**config.mk**
```make
export PLATFORM = sky130hd
export DESIGN_NAME = instr_fetch_unit
export DESIGN_NICKNAME = d
export VERILOG_FILES = /design/src/rtl/cpu_pkg.sv /design/src/rtl/instr_field_decode.sv /design/src/rtl/instr_fetch_unit.sv
export SDC_FILE = /design/constraint.sdc
export NUM_CORES = 1
export LEC_CHECK = 0
export ABC_AREA = 1
export BUFFER_PORTS_ARGS = -buffer_cell sky130_fd_sc_hd__buf_2
export CAP_MARGIN = 20
export CORE_ASPECT_RATIO = 1.1
export CORE_MARGIN = 2
export CORE_UTILIZATION = 43
export CTS_CLUSTER_SIZE = 24
export DETAILED_ROUTE_END_ITERATION = 10
export PLACE_DENSITY = 0.81
export SKIP_CTS_REPAIR_TIMING = 1
export SLEW_MARGIN = 40
export SYNTH_ARGS = -nofsm -noshare
export SYNTH_HDL_FRONTEND = slang
export SYNTH_SLANG_ARGS = --single-unit
export TNS_END_PERCENT = 5
```
**constraint.sdc**
```tcl
create_clock -name clk -period 1.61 [get_ports clk]
set_clock_uncertainty 0.1 [all_clocks]
set_input_delay 0.483 -clock clk [delete_from_list [all_inputs] [get_ports clk]]
set_output_delay 0.483 -clock clk [all_outputs]
set_load 0.01 [all_outputs]
```
**src/rtl/cpu_pkg.sv**
```systemverilog
// Shared CPU definitions: opcode encodings, instruction field layout, NOP and
// fetch FSM state encoding.
package cpu_pkg;

    localparam int OPC_W   = 3;
    localparam int REG_W   = 3;
    localparam int IMM_W   = 7;

    localparam int OPC_LSB = 13;
    localparam int RD_LSB  = 10;
    localparam int RS1_LSB = 7;
    localparam int RS2_LSB = 4;
    localparam int IMM_LSB = 0;

    localparam logic [OPC_W-1:0] OP_ADD  = 3'b000;
    localparam logic [OPC_W-1:0] OP_SUB  = 3'b001;
    localparam logic [OPC_W-1:0] OP_ADDI = 3'b010;
    localparam logic [OPC_W-1:0] OP_SUBI = 3'b011;
    localparam logic [1:0]       OP_BR_PFX = 2'b10;
    localparam logic [1:0]       OP_FP_PFX = 2'b11;

    localparam logic [15:0] NOP_INSTR = 16'h0000;

    localparam logic [1:0] ST_IDLE = 2'd0;
    localparam logic [1:0] ST_REQ  = 2'd1;
    localparam logic [1:0] ST_WAIT = 2'd2;
    localparam logic [1:0] ST_DONE = 2'd3;

    function automatic logic is_branch(input logic [OPC_W-1:0] op);
        return op[OPC_W-1:1] == OP_BR_PFX;
    endfunction

    function automatic logic is_fp(input logic [OPC_W-1:0] op);
        return op[OPC_W-1:1] == OP_FP_PFX;
    endfunction

    function automatic logic uses_imm(input logic [OPC_W-1:0] op);
        return (op == OP_ADDI) || (op == OP_SUBI);
    endfunction

endpackage

```
**src/rtl/instr_field_decode.sv**
```systemverilog
// Combinational split of an instruction word into opcode, register fields and
// a sign-extended immediate.
module instr_field_decode
    import cpu_pkg::*;
#(
    parameter int INSTR_W = 16,
    parameter int DATA_W  = 16
) (
    input  logic [INSTR_W-1:0] instr_i,
    output logic [OPC_W-1:0]   opcode_o,
    output logic [REG_W-1:0]   rd_o,
    output logic [REG_W-1:0]   rs1_o,
    output logic [REG_W-1:0]   rs2_o,
    output logic [DATA_W-1:0]  imm_o
);

    logic [IMM_W-1:0] imm7;

    // imm7 overlaps rs2; both views are always produced and the consumer picks.
    always_comb begin
        opcode_o = instr_i[OPC_LSB +: OPC_W];
        rd_o     = instr_i[RD_LSB  +: REG_W];
        rs1_o    = instr_i[RS1_LSB +: REG_W];
        rs2_o    = instr_i[RS2_LSB +: REG_W];
        imm7     = instr_i[IMM_LSB +: IMM_W];
        imm_o    = {{(DATA_W-IMM_W){imm7[IMM_W-1]}}, imm7};
    end

endmodule

```
**src/rtl/instr_fetch_unit.sv**
```systemverilog
// Instruction fetch: one outstanding read to word-wide instruction memory,
// single-entry instruction register, timeout and misalignment reporting.
module instr_fetch_unit
    import cpu_pkg::*;
#(
    parameter int PC_W    = 13,
    parameter int INSTR_W = 16,
    parameter int DATA_W  = 16,
    parameter int TIMEOUT = 15
) (
    input  logic               clk,
    input  logic               reset,
    input  logic [PC_W-1:0]    PC,
    input  logic               fetch_req,
    output logic               mem_req,
    output logic [PC_W-3:0]    mem_addr,
    input  logic [INSTR_W-1:0] mem_rdata,
    input  logic               mem_valid,
    output logic [OPC_W-1:0]   Opcode,
    output logic [REG_W-1:0]   rd,
    output logic [REG_W-1:0]   rs1,
    output logic [REG_W-1:0]   rs2,
    output logic [DATA_W-1:0]  imm,
    output logic               instr_valid,
    output logic               busy,
    output logic               fetch_err
);

    localparam int CNT_W = (TIMEOUT > 1) ? $clog2(TIMEOUT) : 1;
    localparam logic [CNT_W-1:0] CNT_LAST = CNT_W'(TIMEOUT - 1);

    logic [1:0]         state_q, state_d;
    logic [CNT_W-1:0]   cnt_q,   cnt_d;
    logic [PC_W-3:0]    addr_q,  addr_d;
    logic [INSTR_W-1:0] instr_q, instr_d;
    logic               err_q,   err_d;
    logic               misal_q, misal_d;

    // A misaligned fetch still passes through REQ (with the request
    // suppressed) so it reports two cycles after the strobe.
    always_comb begin
        state_d = state_q;
        cnt_d   = cnt_q;
        addr_d  = addr_q;
        instr_d = instr_q;
        err_d   = err_q;
        misal_d = misal_q;
        case (state_q)
            ST_IDLE: begin
                if (fetch_req) begin
                    addr_d  = PC[PC_W-1:2];
                    cnt_d   = '0;
                    state_d = ST_REQ;
                    if (PC[1:0] != 2'b00) begin
                        err_d   = 1'b1;
                        instr_d = INSTR_W'(NOP_INSTR);
                        misal_d = 1'b1;
                    end else begin
                        misal_d = 1'b0;
                    end
                end
            end
            ST_REQ: begin
                cnt_d   = '0;
                state_d = misal_q ? ST_DONE : ST_WAIT;
            end
            ST_WAIT: begin
                // Data arriving on the final wait cycle beats the timeout.
                if (mem_valid) begin
                    instr_d = mem_rdata;
                    state_d = ST_DONE;
                end else if (cnt_q == CNT_LAST) begin
                    err_d   = 1'b1;
                    instr_d = INSTR_W'(NOP_INSTR);
                    state_d = ST_DONE;
                end else begin
                    cnt_d = cnt_q + CNT_W'(1);
                end
            end
            ST_DONE: begin
                misal_d = 1'b0;
                state_d = ST_IDLE;
            end
            default: begin
                state_d = ST_IDLE;
            end
        endcase
    end

    always_ff @(posedge clk or negedge reset) begin
        if (!reset) begin
            state_q <= ST_IDLE;
            cnt_q   <= '0;
            addr_q  <= '0;
            instr_q <= '0;
            err_q   <= 1'b0;
            misal_q <= 1'b0;
        end else begin
            state_q <= state_d;
            cnt_q   <= cnt_d;
            addr_q  <= addr_d;
            instr_q <= instr_d;
            err_q   <= err_d;
            misal_q <= misal_d;
        end
    end

    assign mem_req     = (state_q == ST_REQ) && !misal_q;
    assign mem_addr    = addr_q;
    assign instr_valid = (state_q == ST_DONE);
    assign busy        = (state_q != ST_IDLE);
    assign fetch_err   = err_q;

    instr_field_decode #(
        .INSTR_W (INSTR_W),
        .DATA_W  (DATA_W)
    ) u_decode (
        .instr_i  (instr_q),
        .opcode_o (Opcode),
        .rd_o     (rd),
        .rs1_o    (rs1),
        .rs2_o    (rs2),
        .imm_o    (imm)
    );

endmodule

```
* Word-level counts from Yosys, hierarchy flattened
Index checks and enable logic that the tools add are counted.
** Operators by class
- Reductions and logical operators :: 14
- Add/subtract/negate cells :: 1
- Equal/unequal tests :: 10
- Multiplexer cells :: 22
** Operators with widths (number)
- $mux 16 :: 4
- $pmux 16 s2 :: 1
- $mux 4 :: 3
- $pmux 4 s3 :: 1
- $ne 2x2->1 const B :: 5
- $pmux 2 s4 :: 1
- $reduce_and 4->1 :: 2
- $reduce_bool 2->1 :: 4
- $mux 1 :: 7
- $mux 2 :: 3
- $reduce_and 2->1 :: 3
- $reduce_and 5->1 :: 1
- $add 4x1->4 const B :: 1
- $eq 2x2->1 const B :: 2
- $eq 4x4->1 const B :: 1
- $pmux 1 s2 :: 2
- $ne 3x3->1 const B :: 1
- $reduce_bool 3->1 :: 1
- $eq 2x1->1 const B :: 1
- $logic_not 2->1 :: 1
- $logic_and 1x1->1 :: 1
- $logic_not 1->1 :: 1
** Word-level totals
- Word-level logic and storage cells :: 53
- Bits of input ports :: 33
- Output and inout port bits :: 43
- Register bits after elaboration :: 35

* Longest topological paths before layout
Gate-level depths: netlist (run 1).
- Word-level depth :: 4
- Mapped depth :: 9
- Mapped depth without buffers :: 8

* Cells and area by module
From an unflattened synthesis (run 1), not the netlist that was laid out.
** Unflattened totals
- Cells, all modules :: 245
- Area, all modules :: 1969.4 sq um
** Modules (own cells, without submodules)
- instr_fetch_unit :: area each 1759.2 sq um, cells each 217, sequential area each 875.8 sq um, times used 1
- instr_field_decode :: area each 210.2 sq um, cells each 28, sequential area each 0.0 sq um, times used 1

* Worst setup path before layout (run 1)
No wires, ideal clock.
- Path type :: reg-to-reg
- Start point :: register state_q[0]
- End point :: register instr_q[11]
- Data required time :: 1.392 ns
- Slack :: -0.048 ns
- Clock period less this slack :: 1.658 ns
- Data arrival time :: 1.441 ns
- Path buffers :: 1
- Stages on the path, launching flop included :: 9
- Library setup time :: 0.118 ns
- Cell sequence :: dfrtp_1 > inv_1 > ha_1 > inv_2 > o21ai_4 > nand3_4 > buf_6 > nand2_1 > nand2_1
** On the way
- Cells in the longest elaborated chain, start to end :: 3
- Elaborated cells between the ends (all ways) :: 8
- Classes of those cells :: 4 x eq/ne; 1 x mux; 3 x reduce/logical
** Ends and longest elaborated chain
- start, declared :: line instr_fetch_unit.sv:32 : logic [1:0] state_q, state_d;
- start signal, assigned :: line instr_fetch_unit.sv:99 : state_q <= state_d;
- $eq 2x2->1 / $logic_not 2->1 (equally long branches) :: line instr_fetch_unit.sv:48 : case (state_q)
- $ne 3x3->1 (no source line), or another cell as far along
- $reduce_and 4->1 (no source line)
- end signal, assigned :: line instr_fetch_unit.sv:102 : instr_q <= instr_d;
- end, declared :: line instr_fetch_unit.sv:35 : logic [INSTR_W-1:0] instr_q, instr_d;
Parallel ways exist; a longest one is shown, timed or not.
A chain may end at the register's enable or synchronous reset.

* Worst setup path after layout (run 1)
- Start point :: register state_q[1]
- End point :: output port busy
** On the way
- Cells in the longest elaborated chain, start to end :: 1
** Ends and longest elaborated chain
- $reduce_bool 2->1 :: line instr_fetch_unit.sv:111 : assign busy = (state_q != ST_IDLE);
- end, declared :: line instr_fetch_unit.sv:25 : output logic busy,
No other way between the ends.

==> flow_summary.toml, run 1 <==
[timing]
worst_hold_slack_ns = 0.0436
grt_setup_unrepaired = "yes"
finalMaxSlewViolations = 0
slew_headroom = 0.783
tightestPinTransition_ns = 0.326
setup_viol = 14
worst_slack_ns = -0.160
clock.fmax_mhz = 565
min_period_over_period = 1.10
period_needed_ns = 1.77
hold_viol_final = 0

[route]
drtPass1Iterations = 4
vias = 1669
wl_um = 3980
via_per_inst = 4.61
postRouteAntennaNets = 0
first_iter_violations = 57
drc_errors = 0
wl_per_cell_um = 11.0

[floorplanning]
placementRows = 24
io_pins = 76
die_x_um = 66.4
initial_core_util = 0.457
core_um2 = 4020
die_h_um = 72.6
die-area_um2 = 4820

[power]
p_leak_nw = 1.48
pwr-share-clk = 0.150
seqPwrFrac = 0.320
powerDensity_nw_per_um2 = 1880
peakVddDrop_mv = 0.839
power.switching_mw = 1.91
p_sw_frac = 0.412
combPwrFrac = 0.530
p_int_mw = 2.72

[logic_synthesis]
synth_top_cell_by_area = "dfrtp_1"
syn-num-nets = 269
ys_types = 21
syn_area_um2 = 1840
synthCells = 229
ys_async_sr_fraction = 1.00
synthMostInstantiatedCell = "nand2_1"
synth_top_cell_area_share = 0.476
ys_top_cells_by_area = "dfrtp_1, nand2_1, nand4_1"
yosys_warnings = 0
synthTopCellsByCount = "nand2_1, dfrtp_1, inv_1"
yosysSeqAreaShare = 0.476
ys_ff_latch = 35
ys.flop_type = "dfrtp_1"
synth-edff-count = 0
synth_area_per_cell_um2 = 8.04

[run]
maxCapViolCount = 0

[setup_path]
arrival_ns = 1.19
worstPathMaxFanout = 4
cp_cell_sequence = "inv_2, ha_4, inv_4, buf_6, buf_6"
worst_path_largest_cell_delay_ns = 0.39
slowest_stage = "dfrtp_1"
path_class = "flip-flop to primary output"
startpoint_type = "flip-flop"
cp.required_ns = 1.03
critPathCaptureType = "primary output"
crit_top_cell = "buf_6"

[global_route]
antenna_found_initial = 0
grt.overflow.total = 0
grt_usage = 0.170
grt_max_degree = 36
grt_first_pass_wirelength_um = 6350
grt_pass1_vias = 1553

[place]
post-dp-hpwl_um = 2900
pre_cts_ws_ns = -0.160
finalWeightedCongestion = 0.811
place_inst = 348
port_buffers = 75

[clock_tree]
htreeDepth = 2
cts_made_buffers = 5
cts_root_buffer = "clkbuf_8"
cts.clk_slew.worst_paths_ns = 0.07
clock_path_buffers = 2
clk_latency_ns = 0.28
clkSinkCount = 35
cts_tree = "yes"

[status]
violations = "negative setup slack"
status = "finished, violations left"

[layout]
drive_gt1_frac = 0.374
fin_util = 0.611
area_growth_pct = 33.5
final_cells = 362
final_nets = 349
diodes = 0

[min_path]
holdCritPathClass = "input pin to async pin"
-- path summary, 6_finish.rpt --
path,depth (start not counted),slack (ns),endpoint,startpoint
worst max register to register,8,-0.02,instr_q[15],state_q[0]
min in group clk,3,0.29,mem_addr[6],PC[8]
worst min-delay path,2,0.04,misal_q,reset
worst min register to register,2,0.37,instr_q[11],instr_q[11]
max in group asynchronous,2,1.19,mem_addr[9],reset
worst max-delay path,5,-0.16,busy,state_q[1]
-- layout make-up --
cell class              count  area, um^2
clock buffers               7        96.3
clock inverters             1        7.51
fillers                   368        1570
inverters                  26         100
multi-input cells         147         758
flip-flops and latches     35         876
well taps                  52        65.1
repair buffers             94         554
-- flip-flops by register name, indices dropped and copies added, names as in the netlist --
name	cells
misal_q	1
cnt_q	4
state_q	2
fetch_err	1
mem_addr	11
instr_q	16
-- critical path, delay by kind of cell, from the launching register on --
| family | cells | cell delay, ns |
|---|---|---|
| adder cells (fa/ha/maj) | 1 | 0.16 |
| buffers and inverters | 4 | 0.37 |
| flip-flops | 1 | 0.39 |
-- routing by layer --
layer  up-vias  GRT usage  routed length [um]
li1        859          -                   -
met1       744      0.191                1610
met2        62      0.316                2050
met3         4     0.0370                 271
met4         0     0.0544                  37
met5         -          0                   0
-- power groups by stage --
stage | combinational (mW) | clock (mW) | sequential, mW
2_1_floorplan | 1.34 | 0 | 1.64
3_3_place_gp | 2.09 | 0 | 1.48
3_5_place_dp | 2.16 | 0 | 1.48
4_1_cts | 2.16 | 0.706 | 1.48
5_1_grt | 2.74 | 0.753 | 1.53
6_report | 2.46 | 0.694 | 1.48
-- stage by stage --
stage	instance area [um^2]	total power, mW	TNS (ns)
finish	2460	4.63	-0.504
global route	2460	5.03	-2.04
CTS	2350	4.34	-3.02
detailed placement	2250	3.64	-2.35
global placement	2250	3.57	-1.14
floorplan	1840	2.98	0
-- cells by family after synthesis --
logic type	synth area share
buffers and inverters	0.131
AND/OR/NAND/NOR	0.305
AO/OA/AOI/OAI	0.0360
XOR/XNOR	0.00476
adder cells (fa/ha/maj)	0.0476
flip-flops	0.476
-- placed cells by master (no fill, tap or decap), types with 2 or more instances in the layout --
cell and n:
clkbuf_8 7, buf_4 15, nand2_2 2, inv_2 3
dfrtp_1 35, nand2_1 81, buf_2 73, o21ai_0 7
nand4_1 17, ha_2 2, nor2_1 19, nand3_1 7
ha_4 2, buf_6 5, inv_1 22, ha_1 3
No activity file was read; power rests on OpenSTA's default activity.
==> run 2, diff against run 1 <==
ABC_AREA = default   (was 1)
CORE_UTILIZATION = 41   (was 43)
PLACE_DENSITY = 0.8   (was 0.81)
==> flow_summary.toml, run 2 <==
[clock_tree]
cts_tree = "yes"
clk_latency_ns = 0.28
clock_path_buffers = 2
cts_root_buffer = "clkbuf_8"
clkSinkCount = 35
htreeDepth = 2
cts.clk_slew.worst_paths_ns = 0.06
cts_made_buffers = 5

[logic_synthesis]
ys.flop_type = "dfrtp_1"
synth_top_cell_by_area = "dfrtp_1"
ys_async_sr_fraction = 1.00
synthXorXnorAreaFrac = 0
synthMostInstantiatedCell = "dfrtp_1"
synth_fa_ha_area_frac = 0.0539
ys_top_cells_by_area = "dfrtp_1, a22o_1, mux2_2"
synth_area_per_cell_um2 = 12.2
synth-edff-count = 0
synthTopCellsByCount = "dfrtp_1, a22o_1, buf_4"
synthCells = 133
syn-num-nets = 173
syn_area_um2 = 1620
synth_top_family_by_area = "compound AO/OA/AOI/OAI gates"
synthMuxAreaShare = 0.0824
ys_ff_latch = 35
synth-compound-area-share = 0.159
ys_types = 32
synth-simple-area-share = 0.0724
yosysSeqAreaShare = 0.539
synth_top_cell_area_share = 0.539
yosys_warnings = 0

[global_route]
grt_max_degree = 22
grt.overflow.total = 0
grt_usage = 0.163
grt_pass1_vias = 1221
grt_first_pass_wirelength_um = 5510
antenna_found_initial = 0

[timing]
tightestPinTransition_ns = 0.359
clock.fmax_mhz = 541
finalMaxSlewViolations = 0
grt_setup_unrepaired = "yes"
setup_viol = 37
tns_ns = -4.22
worst_slack_ns = -0.239
hold_viol_final = 0
period_needed_ns = 1.85
worst_hold_slack_ns = 0.00168
min_period_over_period = 1.15
slew_headroom = 0.760

[route]
first_iter_violations = 119
drc_errors = 0
drtPass1Iterations = 6
postRouteAntennaNets = 0
vias = 1335
wl_um = 3560
wl_per_cell_um = 13.2
via_per_inst = 4.96

[setup_path]
critPathCaptureType = "primary output"
slowest_stage = "dfrtp_1"
crit_top_cell = "buf_6"
reg2reg_depth = 7
arrival_ns = 1.27
crit_family = "flip-flops"
rrSetupSlack_ns = -0.15
endpoint = "mem_req"
startpoint_type = "flip-flop"
crit_buf_inv = 3
worst_path_largest_cell_delay_ns = 0.41
cp_cell_sequence = "inv_2, buf_6, ha_4, nor2b_4, buf_6"
r2r-start = "state_q[1]"
crit_cells = 5
worstPathMaxFanout = 4
r2r_end = "instr_q[3]"
cp.required_ns = 1.03
path_class = "flip-flop to primary output"
startpoint = "state_q[1]"

[place]
port_buffers = 75
finalWeightedCongestion = 0.816
place_inst = 260
post-dp-hpwl_um = 2690

[layout]
final_cell_mix = "buf_2, dfrtp_1, a22o_1"
layout_commonest_cell = "buf_2"
final_nets = 257
area_growth_pct = 40.1
drive_gt1_frac = 0.576
max_flop_register = "instr_q"
diodes = 0
fin_util = 0.587
largest_register_ffs = 16
final_cells = 269

[floorplanning]
die-area_um2 = 4480
core_um2 = 3870
die_x_um = 64.0
placementRows = 24
die_h_um = 70.0
io_pins = 76
initial_core_util = 0.419

[power]
p_leak_nw = 1.18
peakVddDrop_mv = 0.708
p_total_mw = 4.40
powerDensity_nw_per_um2 = 1940

[status]
status = "finished, violations left"
violations = "negative setup slack"

[run]
maxCapViolCount = 0

[min_path]
holdCritPathClass = "input pin to async pin"
-- run 2: cell types whose count changed in the layout (fill, tap and decap cells not counted), sizes merged, moves of 4 or more --
cell / previous run / this run
a21oi: 0 / 4
a22o: 0 / 16
inv: 26 / 7
mux2: 0 / 11
nand2: 83 / 7
nand3: 9 / 3
nand4: 17 / 3
nor2: 19 / 0
-- run 2: metal layers --
layer  routed length, um  track usage  vias to the layer above
li1                    -            -                      637
met1                1450        0.193                      638
met2                1810        0.259                       54
met3                 220       0.0435                        6
met4                  79        0.101                        0
met5                   0            0                        -
-- run 2: through the flow --
stage | area, um^2 | worst slack (ns)
floorplan | 1640 | -0.182
global placement | 2120 | -0.0594
detailed placement | 2120 | -0.107
CTS | 2210 | -0.336
global route | 2270 | -0.312
finish | 2270 | -0.239
-- run 2: worst min-delay path by stage --
stage	from	end	slack, ns	cells after the start
detailed placement	reset	mem_addr[3]	0.31	1
finish	reset	mem_addr[3]	0.002	1
floorplan	reset	cnt_q[0]	0.09	0
CTS	reset	mem_addr[3]	0.005	1
global route	reset	mem_addr[3]	0.02	1
global placement	reset	mem_addr[1]	0.31	1
-- run 2: power breakdown --
group	switching, mW	leakage (nW)	internal (mW)
registers	0.224	0.442	1.26
logic	1.10	0.694	1.21
clock network	0.280	0.0470	0.335
-- run 2: worst reg2reg max path, cell delays in order (launching register included) --
cell and delay, ns:
dfrtp_1 0.42, inv_2 0.09, buf_6 0.10, ha_4 0.13, inv_4 0.03, or2_1 0.20, a32o_2 0.33, a22o_1 0.25
-- run 2: kinds of logic after synthesis --
logic type	count (synthesis)
DFF	35
AOI/OAI and AO/OA	33
buffers and inverters	24
and+or+nand+nor	22
muxes	12
adders and majority gates	7
-- run 2: cell type report --
cell class	instances	area [um^2]
Tap cell	52	65.1
Timing Repair Buffer	94	579
Fill cell	287	1600
Multi-Input combinational cell	74	638
Inverter	7	28.8
Clock inverter	1	5.00
Clock buffer	6	82.6
Sequential cell	35	876
